--- config.mk ---
export PLATFORM = sky130hd
export DESIGN_NAME = imem_loader_flat
export DESIGN_NICKNAME = d
export VERILOG_FILES = /design/src/rtl/imem_loader_pkg.sv /design/src/rtl/imem_loader_if.sv /design/src/rtl/imem_loader.sv /design/src/flat_wrapper.sv
export SDC_FILE = /design/constraint.sdc
export NUM_CORES = 1
export LEC_CHECK = 0
export ABC_AREA = 1
export CAP_MARGIN = 10
export CORE_MARGIN = 10
export CORE_UTILIZATION = 30
export CTS_CLUSTER_SIZE = 8
export DETAILED_ROUTE_END_ITERATION = 6
export DONT_BUFFER_PORTS = 1
export GPL_ROUTABILITY_DRIVEN = 0
export GPL_TIMING_DRIVEN = 0
export PLACE_DENSITY = 0.44
export SLEW_MARGIN = 20
export SYNTH_ARGS = -nofsm -noshare
export SYNTH_HDL_FRONTEND = slang
export SYNTH_SLANG_ARGS = --single-unit
--- constraint.sdc ---
create_clock -name CLOCK_50 -period 4.1 [get_ports CLOCK_50]
set_clock_uncertainty 0.1 [all_clocks]
set_input_delay 1.23 -clock CLOCK_50 [delete_from_list [all_inputs] [get_ports CLOCK_50]]
set_output_delay 1.23 -clock CLOCK_50 [all_outputs]
set_load 0.02 [all_outputs]
--- src/rtl/imem_loader_pkg.sv ---
// Shared types and constants for the instruction-memory loader.
// Latency: n/a (declarations only).
// Backpressure: n/a (declarations only).
package imem_loader_pkg;

  // Loader session states.
  typedef enum logic [1:0] {
    IDLE    = 2'd0,
    COLLECT = 2'd1,
    WRITE   = 2'd2,
    DONE    = 2'd3
  } state_t;

  // Hex digits per instruction word and the resulting word width.
  localparam int NIBBLES = 4;
  localparam int DATA_W  = 16;

endpackage

--- src/rtl/imem_loader_if.sv ---
// Write port between the loader and the instruction memory.
// Latency: n/a (signal bundle only).
// Backpressure: WrEn stays asserted with stable WrAddr/WrData until WrAck.
interface imem_loader_if
  import imem_loader_pkg::*;
#(
  parameter int ADDR_W = 7
);

  logic              WrEn;
  logic [ADDR_W-1:0] WrAddr;
  logic [DATA_W-1:0] WrData;
  logic              WrAck;

  // Loader side issues the write, memory side acknowledges it.
  modport master (output WrEn, WrAddr, WrData, input WrAck);
  modport slave  (input WrEn, WrAddr, WrData, output WrAck);

endinterface

--- src/rtl/imem_loader.sv ---
// Assembles hex digits into 16-bit words and writes them to consecutive imem addresses.
// Latency: 4th Enter -> WrEn next cycle; WrAck -> WrEn low next cycle.
// Backpressure: holds the write until WrAck, gives up after ACK_TIMEOUT cycles (sets Err).
// Optional: define IMEM_LOADER_CHECKSUM_EN to add the Csum XOR checksum output.
module imem_loader
  import imem_loader_pkg::*;
#(
  parameter int ADDR_W      = 7,
  parameter int ACK_TIMEOUT = 255
) (
  input  logic                CLOCK_50,
  input  logic                Reset_n,
  input  logic [3:0]          Nibble,
  input  logic                Enter,
  input  logic                Start,
  input  logic                Finish,
  input  logic [ADDR_W-1:0]   Base,
  imem_loader_if.master       wr,
  output logic [DATA_W-1:0]   Word,
  output logic [1:0]          Digit,
  output logic [ADDR_W:0]     Count,
  output logic                Busy,
  output logic                Full,
`ifdef IMEM_LOADER_CHECKSUM_EN
  output logic                Err,
  output logic [DATA_W-1:0]   Csum
`else
  output logic                Err
`endif
);

  localparam int TMR_W = (ACK_TIMEOUT > 1) ? $clog2(ACK_TIMEOUT) : 1;
  localparam logic [TMR_W-1:0]  TMR_LAST  = TMR_W'(ACK_TIMEOUT - 1);
  localparam logic [ADDR_W-1:0] ADDR_LAST = '1;
  localparam logic [ADDR_W-1:0] ADDR_ONE  = ADDR_W'(1);
  localparam logic [ADDR_W:0]   CNT_ONE   = (ADDR_W + 1)'(1);
  localparam logic [1:0]        DIG_LAST  = 2'(NIBBLES - 1);

  state_t              state_q, state_d;
  logic [DATA_W-1:0]   word_q,  word_d;
  logic [1:0]          digit_q, digit_d;
  logic [ADDR_W:0]     count_q, count_d;
  logic [ADDR_W-1:0]   addr_q,  addr_d;
  logic [DATA_W-1:0]   data_q,  data_d;
  logic                full_q,  full_d;
  logic                err_q,   err_d;
  logic [TMR_W-1:0]    tmr_q,   tmr_d;
`ifdef IMEM_LOADER_CHECKSUM_EN
  logic [DATA_W-1:0]   csum_q,  csum_d;
`endif

  logic [DATA_W-1:0]   shifted;
  assign shifted = {word_q[DATA_W-5:0], Nibble};

  // State and datapath registers; synchronous active-low reset clears everything.
  always_ff @(posedge CLOCK_50) begin
    if (!Reset_n) begin
      state_q <= IDLE;
      word_q  <= '0;
      digit_q <= '0;
      count_q <= '0;
      addr_q  <= '0;
      data_q  <= '0;
      full_q  <= 1'b0;
      err_q   <= 1'b0;
      tmr_q   <= '0;
`ifdef IMEM_LOADER_CHECKSUM_EN
      csum_q  <= '0;
`endif
    end else begin
      state_q <= state_d;
      word_q  <= word_d;
      digit_q <= digit_d;
      count_q <= count_d;
      addr_q  <= addr_d;
      data_q  <= data_d;
      full_q  <= full_d;
      err_q   <= err_d;
      tmr_q   <= tmr_d;
`ifdef IMEM_LOADER_CHECKSUM_EN
      csum_q  <= csum_d;
`endif
    end
  end

  // Next-state logic; Start beats Finish beats Enter, and Start restarts from any state.
  always_comb begin
    state_d = state_q;
    word_d  = word_q;
    digit_d = digit_q;
    count_d = count_q;
    addr_d  = addr_q;
    data_d  = data_q;
    full_d  = full_q;
    err_d   = err_q;
    tmr_d   = tmr_q;
`ifdef IMEM_LOADER_CHECKSUM_EN
    csum_d  = csum_q;
`endif

    if (Start) begin
      // Abandons any pending write; Full and Err only clear here (or on reset).
      state_d = COLLECT;
      addr_d  = Base;
      word_d  = '0;
      digit_d = '0;
      count_d = '0;
      err_d   = 1'b0;
      full_d  = 1'b0;
      tmr_d   = '0;
`ifdef IMEM_LOADER_CHECKSUM_EN
      csum_d  = '0;
`endif
    end else begin
      unique case (state_q)
        IDLE: ;
        COLLECT: begin
          if (Finish) begin
            state_d = IDLE;
            word_d  = '0;
            digit_d = '0;
          end else if (Enter) begin
            word_d = shifted;
            if (digit_q == DIG_LAST) begin
              digit_d = '0;
              data_d  = shifted;
              tmr_d   = '0;
              state_d = WRITE;
            end else begin
              digit_d = digit_q + 2'd1;
            end
          end
        end
        WRITE: begin
          // Enter/Finish are deliberately ignored while a write is outstanding.
          if (wr.WrAck) begin
            count_d = count_q + CNT_ONE;
`ifdef IMEM_LOADER_CHECKSUM_EN
            csum_d  = csum_q ^ data_q;
`endif
            if (addr_q == ADDR_LAST) begin
              // Top of memory: stop rather than wrap.
              full_d  = 1'b1;
              state_d = DONE;
            end else begin
              addr_d  = addr_q + ADDR_ONE;
              state_d = COLLECT;
            end
          end else if (tmr_q == TMR_LAST) begin
            err_d   = 1'b1;
            state_d = IDLE;
          end else begin
            tmr_d = tmr_q + TMR_W'(1);
          end
        end
        DONE: begin
          if (Finish) state_d = IDLE;
        end
        default: state_d = IDLE;
      endcase
    end
  end

  assign wr.WrEn   = (state_q == WRITE);
  assign wr.WrAddr = addr_q;
  assign wr.WrData = data_q;
  assign Word      = word_q;
  assign Digit     = digit_q;
  assign Count     = count_q;
  assign Busy      = (state_q != IDLE);
  assign Full      = full_q;
  assign Err       = err_q;
`ifdef IMEM_LOADER_CHECKSUM_EN
  assign Csum      = csum_q;
`endif

endmodule
--- src/flat_wrapper.sv ---
// flat-port wrapper written by rule: the top's interface ports become plain ports
module imem_loader_flat import imem_loader_pkg::*;
#(
  parameter int ADDR_W      = 7,
  parameter int ACK_TIMEOUT = 255
)
  (CLOCK_50, Reset_n, Nibble, Enter, Start, Finish, Base, Word, Digit, Count, Busy, Full, Err, wr_WrEn, wr_WrAddr, wr_WrData, wr_WrAck);
  imem_loader_if #(.ADDR_W(ADDR_W)) wr_i ();
  input  logic CLOCK_50;
  input  logic Reset_n;
  input  logic [3:0] Nibble;
  input  logic Enter;
  input  logic Start;
  input  logic Finish;
  input  logic [ADDR_W-1:0] Base;
  output logic [DATA_W-1:0] Word;
  output logic [1:0] Digit;
  output logic [ADDR_W:0] Count;
  output logic Busy;
  output logic Full;
  output logic Err;
  output wire logic [$bits(wr_i.WrEn)-1:0] wr_WrEn;
  output wire logic [$bits(wr_i.WrAddr)-1:0] wr_WrAddr;
  output wire logic [$bits(wr_i.WrData)-1:0] wr_WrData;
  input wire logic [$bits(wr_i.WrAck)-1:0] wr_WrAck;
  assign wr_WrEn = wr_i.WrEn;
  assign wr_WrAddr = wr_i.WrAddr;
  assign wr_WrData = wr_i.WrData;
  assign wr_i.WrAck = wr_WrAck;
  imem_loader #(.ADDR_W(ADDR_W), .ACK_TIMEOUT(ACK_TIMEOUT)) u_core (.CLOCK_50(CLOCK_50), .Reset_n(Reset_n), .Nibble(Nibble), .Enter(Enter), .Start(Start), .Finish(Finish), .Base(Base), .wr(wr_i), .Word(Word), .Digit(Digit), .Count(Count), .Busy(Busy), .Full(Full), .Err(Err));
endmodule
# After elaboration in Yosys (flattened, before gate mapping)
# Index checks and enable logic that the tools add are counted.
# W data, S select, Z words.
dict set report word_totals {
  latchBits 0
  mem_bits_rw 0
  word_cells 79
  output_inout_bits 53
  rom_bits 0
  regBits 61
  memories 0
  input_bits 17
}
dict set report op_classes {
  bitwise_logic 4
  reduce_logical 17
  mux 24
  div_mod_pow 0
  addsub 4
  order_cmp 0
  n_eq_ne 20
  shift 0
  multipliers 0
}
# cell n
set ops {}
lappend ops {{$mux W8} 5}
lappend ops {{$mux W16} 2}
lappend ops {{$mux W7} 4}
lappend ops {{$mux W2} 10}
lappend ops {{$add A8 B1 Y8 const B} 2}
lappend ops {{$pmux W8 S2} 1}
lappend ops {{$reduce_and A5 Y1} 3}
lappend ops {{$ne A2 B2 Y1 const B} 6}
lappend ops {{$reduce_bool A2 Y1} 5}
lappend ops {{$reduce_and A3 Y1} 3}
lappend ops {{$eq A8 B8 Y1 const B} 1}
lappend ops {{$add A7 B1 Y7 const B} 1}
lappend ops {{$eq A7 B7 Y1 const B} 1}
lappend ops {{$eq A2 B2 Y1 const B} 3}
lappend ops {{$ne A3 B3 Y1 const B} 2}
lappend ops {{$pmux W2 S3} 1}
lappend ops {{$reduce_and A6 Y1} 1}
lappend ops {{$ne A4 B2 Y1 const B} 1}
lappend ops {{$ne A4 B3 Y1 const B} 1}
lappend ops {{$ne A4 B4 Y1 const B} 1}
lappend ops {{$not A1 Y1} 4}
lappend ops {{$reduce_and A2 Y1} 2}
lappend ops {{$reduce_bool A4 Y1} 1}
lappend ops {{$ne A3 B1 Y1 const B} 1}
lappend ops {{other kinds (7)} 7}

# Depth between registers and ports, before layout
# Gate-level depths: netlist of run 1.
dict set report logic_depth {
  depth_word 6
  mapped_depth 10
  mapped_depth_nobuf 10
}

# Worst setup path after synthesis of run 1
# OpenSTA, ideal clock, no wires.
dict set report synth_timing {
  path_type {in2reg}
  startpoint {input port Start}
  endpoint {register u_core.addr_q[5] (netlist: u_core.wr.WrAddr[5])}
  arrival_time_ns 2.103
  path_buffers 3
  path_stages 7
  setup_time_ns 0.132
  t_required_ns 3.868
  setup_slack_ns 1.764
  cell_sequence {buf_2 -> inv_1 -> buf_2 -> clkbuf_1 -> nand3_1 -> nand2_1 -> a21oi_1}
}
dict set report synth_between {
  elab_chain_cells 2
  word_cells_on_any_way 5
  classes_between {eq/ne: 1; mux: 1; reduce/logical: 3}
}
# item line_no
set synth_lines {}
lappend synth_lines {{start: declaration} flat_wrapper.sv:13} ;# input logic Start;
lappend synth_lines {{$ne A2 B2 Y1 (no line) / $reduce_bool A2 Y1 (equally long branches)} n/a}
lappend synth_lines {{$reduce_and A3 Y1 (no line)} n/a}
lappend synth_lines {{end signal: assignment} imem_loader.sv:75} ;# addr_q <= addr_d;
lappend synth_lines {{end: declaration} imem_loader.sv:43} ;# logic [ADDR_W-1:0] addr_q, addr_d;
# Parallel ways exist; a longest one is shown, timed or not.
# A chain may end at the register's enable or synchronous reset.

# Final worst setup path of run 1
dict set report layout_timing {
  startpoint {register u_core.state_q[1]}
  endpoint {output port wr_WrEn}
}
dict set report layout_between {
  elab_chain_cells 1
}
# item line_no
set layout_lines {}
lappend layout_lines {{start: declaration} imem_loader.sv:39} ;# state_t state_q, state_d;
lappend layout_lines {{start signal: assignment} imem_loader.sv:71} ;# state_q <= state_d;
lappend layout_lines {{$eq A2 B2 Y1} imem_loader.sv:164} ;# assign wr.WrEn = (state_q == WRITE);
lappend layout_lines {{end: declaration} flat_wrapper.sv:22} ;# output wire logic [$bits(wr_i.WrEn)-1:0] wr_WrEn;
# No other way between the ends.

==> metrics, run 1 <==
final cycle utilization of the critical path 0.610; path type of the worst setup path flop to primary output; all-layer global routing usage 0.121; DIE AREA 13500 um^2; number of warnings reported in the yosys synthesis log 0; power after layout 1.36 mW; layout net count 416; total via count in the routed design 2479; combinational family with the most area after synthesis simple AND/OR/NAND/NOR gates; number of buffers created by CTS 9; detailed placement HPWL 5880 um; detailed-route wire length per cell 15.8 um; CTS-repair resized insts 0; max_cap viols 0; post-synthesis share of cell area spent on xor and xnor gates 0.00633; synthesized instance count 383; unrepaired setup endpoints after global routing false; number of optimization iterations in the first detailed-route pass 4; wire length of the first global-routing pass 12800 um; number of antenna violations at the first check in global routing 0; core outline area 8850 um^2; GRT overflow 0; power density over the cells 432 nW/um^2; clock slew at the register clock pins of the worst setup and hold paths 0.08 ns; critical path cell sequence inv_2 > nor2_4; count of pins over their slew limit 0; setup-violating endpoint count in the final report 0; Rel. slew slack 0.644; fraction of the mapped netlist area in adder cells 0.0226; HP Class flop to flop; setup TNS 0 ns; count of unresolved DRC violations after routing 0; buffer levels on the longest clock path 2; post-route cell area 3150 um^2; Synthesized Nets 405; largest fanout of any net on the critical path 5; library cells used by synthesis 31; total buffers and inverters traversed by the critical path 1; peak supply drop 0.144 mV; clock latency at the later pin of the worst-skew pair 0.35 ns; via count of the first global-routing pass 2289; largest stage delay on the critical path 0.46 ns; clock tree from TritonCTS built; fraction of the mapped netlist area in compound gates 0.140; ports placed on the boundary 70; total standard cell area after synthesis 2770 um^2; Crit path arrival time 1.17 ns; synthesized-area fraction occupied by and/or/nand/nor cells 0.317; maximum number of pins on one net before global-route repair 13; setup bufs post-CTS 0; Initial Utilization 0.313; violation count after the first detailed-route iteration 124; result of the run complete, no violations; CP Launch Type flop; mean area per synthesized cell 7.23 um^2; number of hold violations in the final report 0; fraction of final layout cells with drive strength greater than 1 0.0977; CP Capture Type primary output; share of synthesized area spent on multiplexers 0; clk sinks 61; minimum clock period 2.50 ns; layout overhead on the synthesized area 13.8%; Area after DPL 2900 um^2; cell at the root of the clock tree sky130_fd_sc_hd__clkbuf_8; WP data required 2.77 ns; Die Span X 116 um; Max Clk Rate 0.400 GHz; Synth Register Bits 61; count of port buffers added during placement 0; cell family with the largest share of critical-path delay flip-flops; P_leak 1.14 nW; worst-margin pin slew 0.534 ns; diode count 0; die height 116 um; total number of placement rows 34; wire length reported by the detailed router 8020 um; master of the slowest instance on the critical path sky130_fd_sc_hd__dfxtp_1; count of nets left with antenna violations after detail routing 0; sequential cell area fraction in the yosys report 0.441; count of hold-fix buffers inserted at cts 0; maximum level of the CTS H-tree 3; DR vias/cell 4.89
flip-flops by register name, summed over array words and instances, names as in the netlist:
signal	cells
u_core.Count	8
u_core.Digit	2
u_core.Err	1
u_core.Full	1
u_core.Word	16
u_core.state_q	2
u_core.tmr_q	8
u_core.wr.WrAddr	7
u_core.wr.WrData	16
area by class of cell:
| type | instances | area [um^2] |
|---|---|---|
| multi-input combinational | 274 | 1350 |
| inverter | 35 | 131 |
| sequential | 61 | 1220 |
| tap | 108 | 135 |
| clock buffer | 9 | 124 |
| clock inverter | 7 | 124 |
| fill | 995 | 5700 |
| buffer | 13 | 70.1 |
kinds of logic (layout without fill, tap and decap cells):
logic type	Yosys count	in the layout
buffers and inverters	48	64
XOR/XNOR	2	2
AND/OR/NAND/NOR	199	199
adder cells (fa/ha/maj)	5	5
flip-flops	61	61
AO/OA/AOI/OAI	68	68
routing by layer:
metal / part of all wire / track usage / vias to the layer above
met5: 0 / 0 / -
met4: 0.014 / 0.0450 / 0
met3: 0.11 / 0.0646 / 11
met2: 0.44 / 0.180 / 62
met1: 0.44 / 0.146 / 1123
li1: - / - / 1283
path summary, 6_finish.rpt:
kind	from	slack, ns	endpoint	cells after the start
worst max-delay path	u_core.state_q[1]$_SDFFE_PP0P_	1.60	wr_WrEn	2
worst min-delay path	u_core.tmr_q[4]$_SDFFE_PP0P_	0.38	u_core.tmr_q[4]$_SDFFE_PP0P_	2
worst max register to register	u_core.wr.WrAddr[0]$_SDFFE_PN0P_	2.18	u_core.wr.WrAddr[4]$_SDFFE_PN0P_	8
worst min register to register	u_core.tmr_q[4]$_SDFFE_PP0P_	0.38	u_core.tmr_q[4]$_SDFFE_PP0P_	2
cell usage after synthesis:
| library cell | instances | area share |
|---|---|---|
| sky130_fd_sc_hd__nor3b_1 | 1 | 0.0027 |
| sky130_fd_sc_hd__buf_4 | 2 | 0.0054 |
| sky130_fd_sc_hd__ha_1 | 5 | 0.023 |
| sky130_fd_sc_hd__o21ai_1 | 1 | 0.0018 |
| sky130_fd_sc_hd__nor2_1 | 51 | 0.069 |
| sky130_fd_sc_hd__buf_6 | 1 | 0.0041 |
| sky130_fd_sc_hd__o211ai_2 | 1 | 0.0045 |
| sky130_fd_sc_hd__xor2_1 | 1 | 0.0032 |
| sky130_fd_sc_hd__o21ai_0 | 12 | 0.022 |
| sky130_fd_sc_hd__nand3_1 | 39 | 0.071 |
| sky130_fd_sc_hd__a22oi_1 | 14 | 0.038 |
| sky130_fd_sc_hd__nor2_4 | 3 | 0.012 |
| sky130_fd_sc_hd__nand4_1 | 5 | 0.011 |
| sky130_fd_sc_hd__a31oi_1 | 2 | 0.0045 |
| sky130_fd_sc_hd__xnor2_1 | 1 | 0.0032 |
| sky130_fd_sc_hd__nor3_4 | 1 | 0.0059 |
| sky130_fd_sc_hd__clkbuf_1 | 4 | 0.0054 |
| sky130_fd_sc_hd__a21oi_1 | 37 | 0.067 |
| sky130_fd_sc_hd__nand2_1 | 89 | 0.12 |
| sky130_fd_sc_hd__nor2_2 | 2 | 0.0045 |
| sky130_fd_sc_hd__buf_1 | 1 | 0.0014 |
| sky130_fd_sc_hd__nand2_2 | 3 | 0.0068 |
| sky130_fd_sc_hd__nor3_2 | 1 | 0.0036 |
| sky130_fd_sc_hd__a211oi_1 | 1 | 0.0027 |
| sky130_fd_sc_hd__nand3_2 | 1 | 0.0036 |
| sky130_fd_sc_hd__buf_2 | 5 | 0.0090 |
| sky130_fd_sc_hd__inv_1 | 33 | 0.045 |
| sky130_fd_sc_hd__nor3_1 | 2 | 0.0036 |
| sky130_fd_sc_hd__dfxtp_1 | 61 | 0.44 |
| sky130_fd_sc_hd__or2_2 | 1 | 0.0023 |
| sky130_fd_sc_hd__inv_2 | 2 | 0.0027 |
cells in the final DEF (no fill, tap or decap), drive strengths merged, types with 9 or more instances in the layout:
cell type	Yosys	layout
o21ai	13	13
a21oi	37	37
dfxtp	61	61
nand2	92	92
nand3	40	40
clkbuf	4	13
inv	35	35
buf	9	9
nor2	56	56
a22oi	14	14
worst register-to-register path: cells and delay by family, from the launching register on:
kind                       cells  cell delay [ns]
DFF                            1             0.58
AOI/OAI and AO/OA              1             0.15
buffers and inverters          2             0.23
adders and majority gates      1             0.29
and+or+nand+nor                4             0.48
power by group:
part	internal [mW]	switching [mW]
clock network	0.407	0.268
logic	0.0182	0.0486
registers	0.599	0.0203
total	1.02	0.337
metrics by stage:
stage,utilization,instances,hold WS [ns],setup WS [ns]
3_3_place_gp,0.328,491,0.371,1.46
6_report,0.356,507,0.385,1.60
3_5_place_dp,0.328,491,0.375,1.48
4_1_cts,0.356,507,0.386,1.58
2_1_floorplan,-,383,0.355,1.76
5_1_grt,0.356,507,0.425,1.50
Note: power is estimated with default switching activity, not from simulation.
==> run 2, diff against run 1 <==
--- a/config.mk
+++ b/config.mk
@@ -14,7 +14,7 @@
 export DONT_BUFFER_PORTS = 1
 export GPL_ROUTABILITY_DRIVEN = 0
 export GPL_TIMING_DRIVEN = 0
-export PLACE_DENSITY = 0.44
+export PLACE_DENSITY = 0.45
 export SLEW_MARGIN = 20
 export SYNTH_ARGS = -nofsm -noshare
 export SYNTH_HDL_FRONTEND = slang
==> constraint.sdc (replaced) <==
create_clock -name CLOCK_50 -period 2.3 [get_ports CLOCK_50]
set_clock_uncertainty 0.1 [all_clocks]
set_input_delay 0.69 -clock CLOCK_50 [delete_from_list [all_inputs] [get_ports CLOCK_50]]
set_output_delay 0.69 -clock CLOCK_50 [all_outputs]
set_load 0.02 [all_outputs]
==> run 2 against run 1 <==
  * Sequential share of layout area up 0.29 points
  * Hold slack worse by 0.040 ns
  * Register-to-register slack worse by 1.8 ns
  * Clock power up 60%
  * Core utilization down 0.27 points
  * Global-route usage about the same
  * Via count down 1.4%
  * Largest power group is now registers
==> metrics, run 2 (synthesized netlist as in run 1, its figures left out) <==
CP Capture Type primary output; count of unresolved DRC violations after routing 0; DIE AREA 13500 um^2; power density over the cells 737 nW/um^2; layout net count 416; GRT overflow 0; Rel. slew slack 0.635; violation count after the first detailed-route iteration 91; setup bufs post-CTS 0; total number of placement rows 34; WP data required 1.51 ns; HP Class primary input to flop; all-layer global routing usage 0.122; via count of the first global-routing pass 2319; minimum clock period 1.96 ns; detailed placement HPWL 5890 um; r2r startpoint u_core.wr.WrAddr[0]$_SDFFE_PN0P_; maximum number of pins on one net before global-route repair 13; number of hold violations in the final report 0; diode count 0; leading cell types in the layout, fill and taps excluded sky130_fd_sc_hd__nand2_1, sky130_fd_sc_hd__dfxtp_1, sky130_fd_sc_hd__nor2_1; peak supply drop 0.253 mV; wire length reported by the detailed router 8030 um; most common cell after layout, fill and taps aside sky130_fd_sc_hd__nand2_1; Max Clk Rate 0.510 GHz; P_leak 1.14 nW; critical path cell sequence inv_2 > nor2_4; total buffers and inverters traversed by the critical path 1; die height 116 um; buffer levels on the longest clock path 2; count of nets left with antenna violations after detail routing 0; fraction of final layout cells with drive strength greater than 1 0.0977; Initial Utilization 0.313; cell at the root of the clock tree sky130_fd_sc_hd__clkbuf_8; clock latency at the later pin of the worst-skew pair 0.34 ns; max_cap viols 0; post-route cell area 3130 um^2; filler cell count 970; final cycle utilization of the critical path 0.852; Area after DPL 2900 um^2; Die Span X 116 um; clk sinks 61; worst-margin pin slew 0.548 ns; CP Launch Type flop; CP endpoint wr_WrEn; cell family with the largest share of critical-path delay flip-flops; count of port buffers added during placement 0; Register-to-Register Path Depth 8; result of the run complete, no violations; path type of the worst setup path flop to primary output; number of cells on the critical path 2; setup-violating endpoint count in the final report 0; clock tree from TritonCTS built; number of optimization iterations in the first detailed-route pass 4; core outline area 8850 um^2; clock slew at the register clock pins of the worst setup and hold paths 0.08 ns; launching element of the worst setup path u_core.state_q[1]$_SDFFE_PP0P_; largest fanout of any net on the critical path 5; flop-to-flop setup slack 0.39 ns; ports placed on the boundary 70; detailed-route wire length per cell 15.8 um; master of the slowest instance on the critical path sky130_fd_sc_hd__dfxtp_1; wire length of the first global-routing pass 12700 um; number of antenna violations at the first check in global routing 0; FF-to-FF End u_core.wr.WrAddr[4]$_SDFFE_PN0P_; largest stage delay on the critical path 0.47 ns; count of hold-fix buffers inserted at cts 0; power after layout 2.30 mW; count of pins over their slew limit 0; setup TNS 0 ns; unrepaired setup endpoints after global routing false; total via count in the routed design 2445; layout overhead on the synthesized area 13.0%; DR vias/cell 4.82; number of buffers created by CTS 9; CTS-repair resized insts 0; Crit path arrival time 1.17 ns; maximum level of the CTS H-tree 3
run 2: cell types whose count changed in the layout (fill, tap and decap cells not counted), sizes merged:
cell / previous run / this run
clkinvlp: 1 / 0
clkinv: 3 / 5
bufinv: 3 / 2
run 2: cell type report:
| type | instances | area, um^2 | area share |
|---|---|---|---|
| multi-input cells | 274 | 1350 | 0.430 |
| flip-flops and latches | 61 | 1220 | 0.391 |
| well taps | 108 | 135 | 0.0432 |
| inverters | 35 | 131 | 0.0420 |
| clock buffers | 9 | 124 | 0.0396 |
| clock inverters | 7 | 100 | 0.0320 |
| plain buffers | 13 | 70.1 | 0.0224 |
run 2: power breakdown:
| group | switching [mW] | total, mW | internal [mW] | leakage (nW) |
|---|---|---|---|---|
| combinational | 0.0861 | 0.119 | 0.0324 | 0.531 |
| clock | 0.467 | 1.08 | 0.615 | 0.113 |
| sequential | 0.0361 | 1.10 | 1.07 | 0.493 |
| total | 0.589 | 2.30 | 1.72 | 1.14 |
run 2: worst min path at each step:
stage	startpoint	endpoint	slack (ns)	depth (start not counted)
finish	Reset_n	u_core.state_q[0]$_SDFFE_PN0P_	0.34	2
global route	Reset_n	u_core.state_q[0]$_SDFFE_PN0P_	0.34	2
CTS	Reset_n	u_core.state_q[0]$_SDFFE_PN0P_	0.33	2
detailed placement	u_core.tmr_q[4]$_SDFFE_PP0P_	u_core.tmr_q[4]$_SDFFE_PP0P_	0.38	2
global placement	u_core.tmr_q[7]$_SDFFE_PP0P_	u_core.tmr_q[7]$_SDFFE_PP0P_	0.37	2
floorplan	u_core.tmr_q[7]$_SDFFE_PP0P_	u_core.tmr_q[7]$_SDFFE_PP0P_	0.35	2
run 2: layer usage:
layer	track usage	wire [um]
met2	0.184	3650
met3	0.0625	870
met5	0	0
met4	0.0475	79
met1	0.144	3430
run 2: per-stage QoR:
stage          utilization  setup slack (ns)  hold WS (ns)  instances
6_report             0.353             0.340         0.344        507
2_1_floorplan            -             0.504         0.355        383
3_3_place_gp         0.328             0.209         0.372        491
3_5_place_dp         0.328             0.229         0.377        491
4_1_cts              0.353             0.305         0.328        507
5_1_grt              0.353             0.230         0.343        507
